==> src/rtl/mult_result_serializer_if.sv <==
// Handshake bundle between the multiplier, the serializer and the downstream pin mux.
// master = the side that feeds products in and drains bytes out; slave = the serializer.
interface mult_result_serializer_if #(
  parameter int PW = 48
);
  logic          in_valid;
  logic [PW-1:0] in_data;
  logic          in_ready;
  logic          out_valid;
  logic [7:0]    out_byte;
  logic          out_last;
  logic          out_ready;

  modport master (
    output in_valid, in_data, out_ready,
    input  in_ready, out_valid, out_byte, out_last
  );

  modport slave (
    input  in_valid, in_data, out_ready,
    output in_ready, out_valid, out_byte, out_last
  );
endinterface

==> src/rtl/mult_result_serializer.sv <==
// Buffers up to two PW-bit products and streams each out LSB-first as NB bytes,
// counting completed products in a wrapping 16-bit frame counter.
module mult_result_serializer #(
  parameter int PW = 48
) (
  input  logic                    clk,
  input  logic                    rst_n,
  mult_result_serializer_if.slave bus,
  output logic [15:0]             frame_cnt
);
  localparam int NB = PW / 8;
  localparam int IW = (NB > 1) ? $clog2(NB) : 1;

  logic [PW-1:0] r_mem [2];
  logic          r_wptr, r_rptr;
  logic [1:0]    r_cnt;
  logic [IW-1:0] r_idx;
  logic [15:0]   r_frame_cnt;

  logic [PW-1:0] w_head;
  logic          w_is_last, w_accept, w_xfer, w_pop;

  // Handshake outputs depend only on registered state, never on the valid/ready inputs.
  assign bus.in_ready  = (r_cnt != 2'd2);
  assign bus.out_valid = (r_cnt != 2'd0);
  assign w_head        = r_mem[r_rptr];
  assign bus.out_byte  = w_head[{r_idx, 3'b000} +: 8];
  assign w_is_last     = (r_idx == IW'(NB - 1));
  assign bus.out_last  = bus.out_valid & w_is_last;
  assign frame_cnt     = r_frame_cnt;

  assign w_accept = rst_n & bus.in_valid & bus.in_ready;
  assign w_xfer   = rst_n & bus.out_valid & bus.out_ready;
  assign w_pop    = w_xfer & w_is_last;

  // Storage needs no reset: an entry is only read once count says it was written.
  always_ff @(posedge clk) begin
    if (w_accept) r_mem[r_wptr] <= bus.in_data;
  end

  always_ff @(posedge clk) begin
    if (!rst_n) begin
      r_wptr      <= 1'b0;
      r_rptr      <= 1'b0;
      r_cnt       <= 2'd0;
      r_idx       <= '0;
      r_frame_cnt <= 16'd0;
    end else begin
      if (w_accept) r_wptr <= ~r_wptr;
      if (w_xfer) begin
        if (w_is_last) begin
          r_idx       <= '0;
          r_rptr      <= ~r_rptr;
          r_frame_cnt <= r_frame_cnt + 16'd1;
        end else begin
          r_idx <= r_idx + IW'(1);
        end
      end
      case ({w_accept, w_pop})
        2'b10:   r_cnt <= r_cnt + 2'd1;
        2'b01:   r_cnt <= r_cnt - 2'd1;
        default: r_cnt <= r_cnt;
      endcase
    end
  end
endmodule

==> src/flat_wrapper.sv <==
// flat-port wrapper written by rule: the top's interface ports become plain ports
module mult_result_serializer_flat 
#(
  parameter int PW = 48
)
  (clk, rst_n, frame_cnt, bus_in_valid, bus_in_data, bus_out_ready, bus_in_ready, bus_out_valid, bus_out_byte, bus_out_last);
  mult_result_serializer_if #(.PW(PW)) bus_i ();
  input  logic clk;
  input  logic rst_n;
  output logic [15:0] frame_cnt;
  input wire logic [$bits(bus_i.in_valid)-1:0] bus_in_valid;
  input wire logic [$bits(bus_i.in_data)-1:0] bus_in_data;
  input wire logic [$bits(bus_i.out_ready)-1:0] bus_out_ready;
  output wire logic [$bits(bus_i.in_ready)-1:0] bus_in_ready;
  output wire logic [$bits(bus_i.out_valid)-1:0] bus_out_valid;
  output wire logic [$bits(bus_i.out_byte)-1:0] bus_out_byte;
  output wire logic [$bits(bus_i.out_last)-1:0] bus_out_last;
  assign bus_i.in_valid = bus_in_valid;
  assign bus_i.in_data = bus_in_data;
  assign bus_i.out_ready = bus_out_ready;
  assign bus_in_ready = bus_i.in_ready;
  assign bus_out_valid = bus_i.out_valid;
  assign bus_out_byte = bus_i.out_byte;
  assign bus_out_last = bus_i.out_last;
  mult_result_serializer #(.PW(PW)) u_core (.clk(clk), .rst_n(rst_n), .bus(bus_i), .frame_cnt(frame_cnt));
endmodule
==> config.mk <==
export PLATFORM = sky130hd
export DESIGN_NAME = mult_result_serializer_flat
export DESIGN_NICKNAME = d
export VERILOG_FILES = /design/src/rtl/mult_result_serializer_if.sv /design/src/rtl/mult_result_serializer.sv /design/src/flat_wrapper.sv
export SDC_FILE = /design/constraint.sdc
export NUM_CORES = 1
export LEC_CHECK = 0
export ABC_AREA = 1
export CORE_MARGIN = 4
export CORE_UTILIZATION = 52
export DETAILED_ROUTE_END_ITERATION = 10
export GPL_ROUTABILITY_DRIVEN = 0
export GPL_TIMING_DRIVEN = 0
export HOLD_SLACK_MARGIN = 0.05
export PLACE_DENSITY = 0.74
export SETUP_SLACK_MARGIN = 0.02
export SLEW_MARGIN = 20
export SYNTH_ARGS = -nofsm -noshare
export SYNTH_HDL_FRONTEND = slang
export SYNTH_SLANG_ARGS = --single-unit
export TNS_END_PERCENT = 50
==> constraint.sdc <==
create_clock -name clk -period 5.98 [get_ports clk]
set_clock_uncertainty 0.15 [all_clocks]
set_input_delay 0.598 -clock clk [delete_from_list [all_inputs] [get_ports clk]]
set_output_delay 0.598 -clock clk [all_outputs]
set_load 0.03 [all_outputs]
# Yosys cells after proc, flatten, opt, wreduce, memory -nomap -nowiden
# Memory sizes are Yosys's and may differ from the RTL's. A register that Yosys moved wholly into a read port is not among the register bits.
# Index checks and enable logic that the tools add are counted.
[op_classes]
add_sub_neg = 4
eq_ne = 4
shift = 1
n_mux = 6
bitwise = 8
n_reduce_logical = 3
[ops]
columns = ["operator", "n"]
rows = [
  ["indexed part select 48 x 7 -> 8 bit", 1],
  ["adder 16 x 1 -> 16 bit (second input constant)", 1],
  ["bitwise AND 1 bit", 6],
  ["two-way mux 1 bit", 4],
  ["case mux 2 bit (2 select lines)", 1],
  ["nonzero test 2 bit", 2],
  ["adder 3 x 1 -> 3 bit (second input constant)", 1],
  ["== test 3 bit (second input constant)", 1],
  ["two-way mux 3 bit", 1],
  ["adder 2 x 1 -> 2 bit (second input constant)", 1],
  ["== test 2 x 1 -> 1 bit (second input constant)", 1],
  ["== test 2 bit (second input constant)", 1],
  ["!= test 2 bit (second input constant)", 1],
  ["NOT 1 bit", 2],
  ["AND reduction 2 bit", 1],
  ["subtractor 2 x 1 -> 2 bit (second input constant)", 1],
]
[word_totals]
register_bits = 23
mem_bits_rw = 96
in_bits = 52
output_inout_bits = 27
word_cells = 32
memories = 1
[memory_table]
columns = ["name", "depth", "width", "rd", "rd_ports_with_merged_regs", "write_ports", "line_no", "rtl"]
rows = [
  ["u_core.r_mem", 2, 48, 1, 1, 1, "mult_result_serializer.sv:14", "logic [PW-1:0] r_mem [2];"],
]

# Depth between registers and ports, before layout
[logic_depth]
depth_word = 6
ltp_mapped = 10

# Least setup slack after synthesis
# OpenSTA, ideal clock, no wires.
[synth_timing]
kind = "input -> register"
from = "input port rst_n"
to = "memory u_core.r_mem[0][0], enable pin"
setup_time_ns = 0.454
arrival_time_ns = 2.921
required_time_ns = 5.376
setup_slack_ns = 2.456
cell_stages = 3
n_path_buf = 1
cell_sequence = "buf_4 -> nand3_1 -> nor2_1"
[synth_between]
elab_chain_len = 4
[synth_rtl]
columns = ["item", "line_no", "rtl"]
rows = [
  ["start: declaration", "flat_wrapper.sv:9", "input logic rst_n;"],
  ["bitwise AND 1 bit (2 in series)", "mult_result_serializer.sv:32", "assign w_accept = rst_n & bus.in_valid & bus.in_ready;"],
  ["two-way mux 1 bit", "mult_result_serializer.sv:38", "if (w_accept) r_mem[r_wptr] <= bus.in_data;"],
  ["two-way mux 1 bit (implied by the code)", "mult_result_serializer.sv:38", ""],
  ["end: declaration", "mult_result_serializer.sv:14", ""],
]
# No other way between the ends.

==> impl_metrics.tcl <==
set metrics [dict create \
    status "finished, final reports clean" \
    cts_setup_buffers 0 \
    path_cells "inv_1 > clkbuf_1 > nor2_1 > o21ai_0 > nand2_1 > nand2_1 > nand2_1 > nand2_1 > clkdlybuf4s50_1" \
    crit_path_max_fanout 10 \
    clkSinkCount 120 \
    drive_gt1_share_pct 10.4 \
    cts_buffers 17 \
    leakagePower_nw 2.58 \
    syn2layout_area_growth_pct 30.8 \
    reg2reg_to "u_core.r_mem[0][29]$_DFFE_PP_" \
    max_freq_ghz 0.279 \
    die_w_um 107 \
    power_frac_comb_pct 5.8 \
    grt_pass1_vias 3885 \
    core_um2 9420 \
    seqPwrFrac_pct 45.3 \
    dpl-instance-area_um2 6110 \
    r2r_setup_slack_ns 3.73 \
    routed_wl_um 11900 \
    cts_resized 0 \
    whs_ns 0.254 \
    hold_end "u_core.r_idx[0]$_SDFFE_PN0P_" \
    hold_violations 0 \
    synthTopCellsByArea "edfxtp_1, dfxtp_1, nand2_1, nor2_1, o21ai_0" \
    setup_tns_ns 0 \
    cp_common_cell "nand2_1" \
    max_slew_margin_pct 48.4 \
    clockPowerShare_pct 48.9 \
    clock_tree.htree_level_count 4 \
    vias_per_cell 5.25 \
    max_stage_delay_ns 0.69 \
    r2r_start "u_core.r_cnt[0]$_SDFFE_PN0P_" \
    nNetsFinal 646 \
    hold_path_class "in2reg" \
    critPathCaptureType "output port" \
    avgRoutedWirePerCell_um 16.2 \
    tightestPinTransition_ns 0.772 \
    place_ws_ns 3.01 \
    dp_hpwl_um 7990 \
    yosysTopAreaCell "edfxtp_1" \
    hp-start "rst_n" \
    rr_worst_depth 4 \
    tritoncts "built" \
    synth_edf_count 96 \
    ys_ff_latch 120 \
    syn_nets 548 \
    p_switching_mw 0.446 \
    avgSynthCellArea_um2 10.4 \
    dr.pass1.iters 6 \
    swShare_pct 21.6 \
    clk_pin_slew_ns 0.06 \
    synthTopCellsByCount "nand2_1, edfxtp_1, nor2_1, o21ai_0, inv_1" \
    slew_violations 0 \
    fillers 686 \
    ant_nets 0 \
    vias 3853 \
    p_total_mw 2.06 \
    p_int_mw 1.62 \
    synth_cells 494 \
    place.port_buffers 77 \
    post-synth-top-count-cell "nand2_1" \
    critPathKind "reg2out" \
    synthFlopType "edfxtp_1" \
    grt_setup_unrepaired "false" \
    grt_use_total_pct 22.0 \
    cp-start-kind "flip-flop" \
    ys_types 35 \
    grt_antenna_before_repair 0 \
    drt_iter0_markers 258 \
    setup_viol 0 \
    die_height_um 107 \
    insertion_delay_ns 0.51 \
    power_density_nw_per_um2 308 \
    yosys_warnings 0 \
    crit_required_ns 5.23 \
    vdd_drop_max_uv 239 \
    final_cell_area_um2 6700 \
    overflow 0 \
    min_period_ns 3.59 \
    io_pins 79 \
    critPathArrivalTime_ns 2.84 \
    setup_slack_ns 2.39 \
    drc_errors 0 \
    clockBufferDepth 2 \
    maxCapViolations 0 \
    ys_seq_area_share_pct 65.7 \
    root_buffer "clkbuf_8" \
    antenna_cells 0 \
    whs_path_depth 3 \
    period_share_pct 60.0 \
    synthArstFlopShare_pct 0 \
    netlist_area_um2 5120 \
    worst_path_max_delay_cell "clkdlybuf4s50_1" \
    cts-hold-fix-buffers 0 \
    start_util_pct 54.4 \
    grt_pass1_wl_um 19100 \
    rows 35 \
    die-area_um2 11500 \
    synth_top_area_share_pct 56.3 \
    grt_max_degree 27 \
]
[flip-flops by register name, indices dropped and copies added (netlist names), named ones only]
signal            flops
u_core.r_mem         96
u_core.r_rptr         1
u_core.r_wptr         1
u_core.r_cnt          2
u_core.frame_cnt     16
u_core.r_idx          3
[worst max-delay path: cells and delay by family, from the launching register on]
kind,cells,cell delay (ns)
compound gates,1,0.26
buf+inv,3,1.28
flops,1,0.33
simple gates,5,0.45
[metal layers]
metal  GRT usage [%]  wire length, um
met2            39.1             6160
met5               0                0
met1            26.3             4920
met4            5.21              106
met3            6.20              724
[area by class of cell]
cell class	count	area [um^2]	area share (%)
tap	129	161	2.41
timing repair buffer	79	811	12.1
buffer	18	97.6	1.46
inverter	47	176	2.63
sequential	120	3360	50.2
clock buffer	17	414	6.18
multi-input combinational	309	1500	22.4
clock inverter	15	176	2.63
[worst max path at each step]
stage	startpoint	to	slack [ns]	cells after the start
final	flip-flop	bus_out_byte[3]	2.39	9
after floorplan	rst_n	u_core.r_mem[0][0]$_DFFE_PP_	2.46	3
after detailed placement	flip-flop	bus_out_byte[3]	3.01	9
after global routing	flip-flop	bus_out_byte[5]	2.25	9
after CTS	flip-flop	bus_out_byte[3]	2.41	9
after global placement	bus_in_valid	u_core.r_mem[1][26]$_DFFE_PP_	0.99	3
[power groups by stage]
stage | Sequential (mW) | Combinational [mW] | Clock (mW)
floorplan | 0.952 | 0.0503 | 0
global placement | 0.954 | 0.112 | 0
detailed placement | 0.953 | 0.119 | 0
CTS | 0.935 | 0.120 | 1.01
global route | 0.937 | 0.129 | 1.06
finish | 0.935 | 0.119 | 1.01
[cells in the final DEF (no fill, tap or decap), drive strengths merged]
cell | Yosys | layout
nor3b | 2 | 2
nor2 | 89 | 89
o21bai | 1 | 1
edfxtp | 96 | 96
o21ai | 47 | 47
clkinvlp | 0 | 2
and3 | 1 | 1
nor3 | 7 | 7
or2 | 1 | 1
nand2 | 111 | 111
buf | 11 | 13
nand4 | 1 | 1
o211ai | 9 | 9
inv | 46 | 48
o31ai | 1 | 1
clkbuf | 7 | 24
bufinv | 0 | 3
dfxtp | 24 | 24
xor2 | 3 | 3
a21oi | 15 | 15
clkinv | 1 | 9
ha | 2 | 2
clkdlybuf4s50 | 0 | 77
o22ai | 8 | 8
nand3 | 11 | 11
[stage by stage]
step / util (%) / std cells
floorplan: - / 494
global placement: 64.3 / 700
detailed placement: 64.9 / 702
CTS: 71.1 / 734
global route: 71.1 / 734
finish: 71.1 / 734
[logic make-up after synthesis]
family	share of synthesized area [%]
buffers and inverters	5.35
flip-flops	65.7
adder cells (fa/ha/maj)	0.489
AND/OR/NAND/NOR	19.3
XOR/XNOR	0.513
AO/OA/AOI/OAI	8.72
Note: power is estimated with default switching activity, not from simulation.
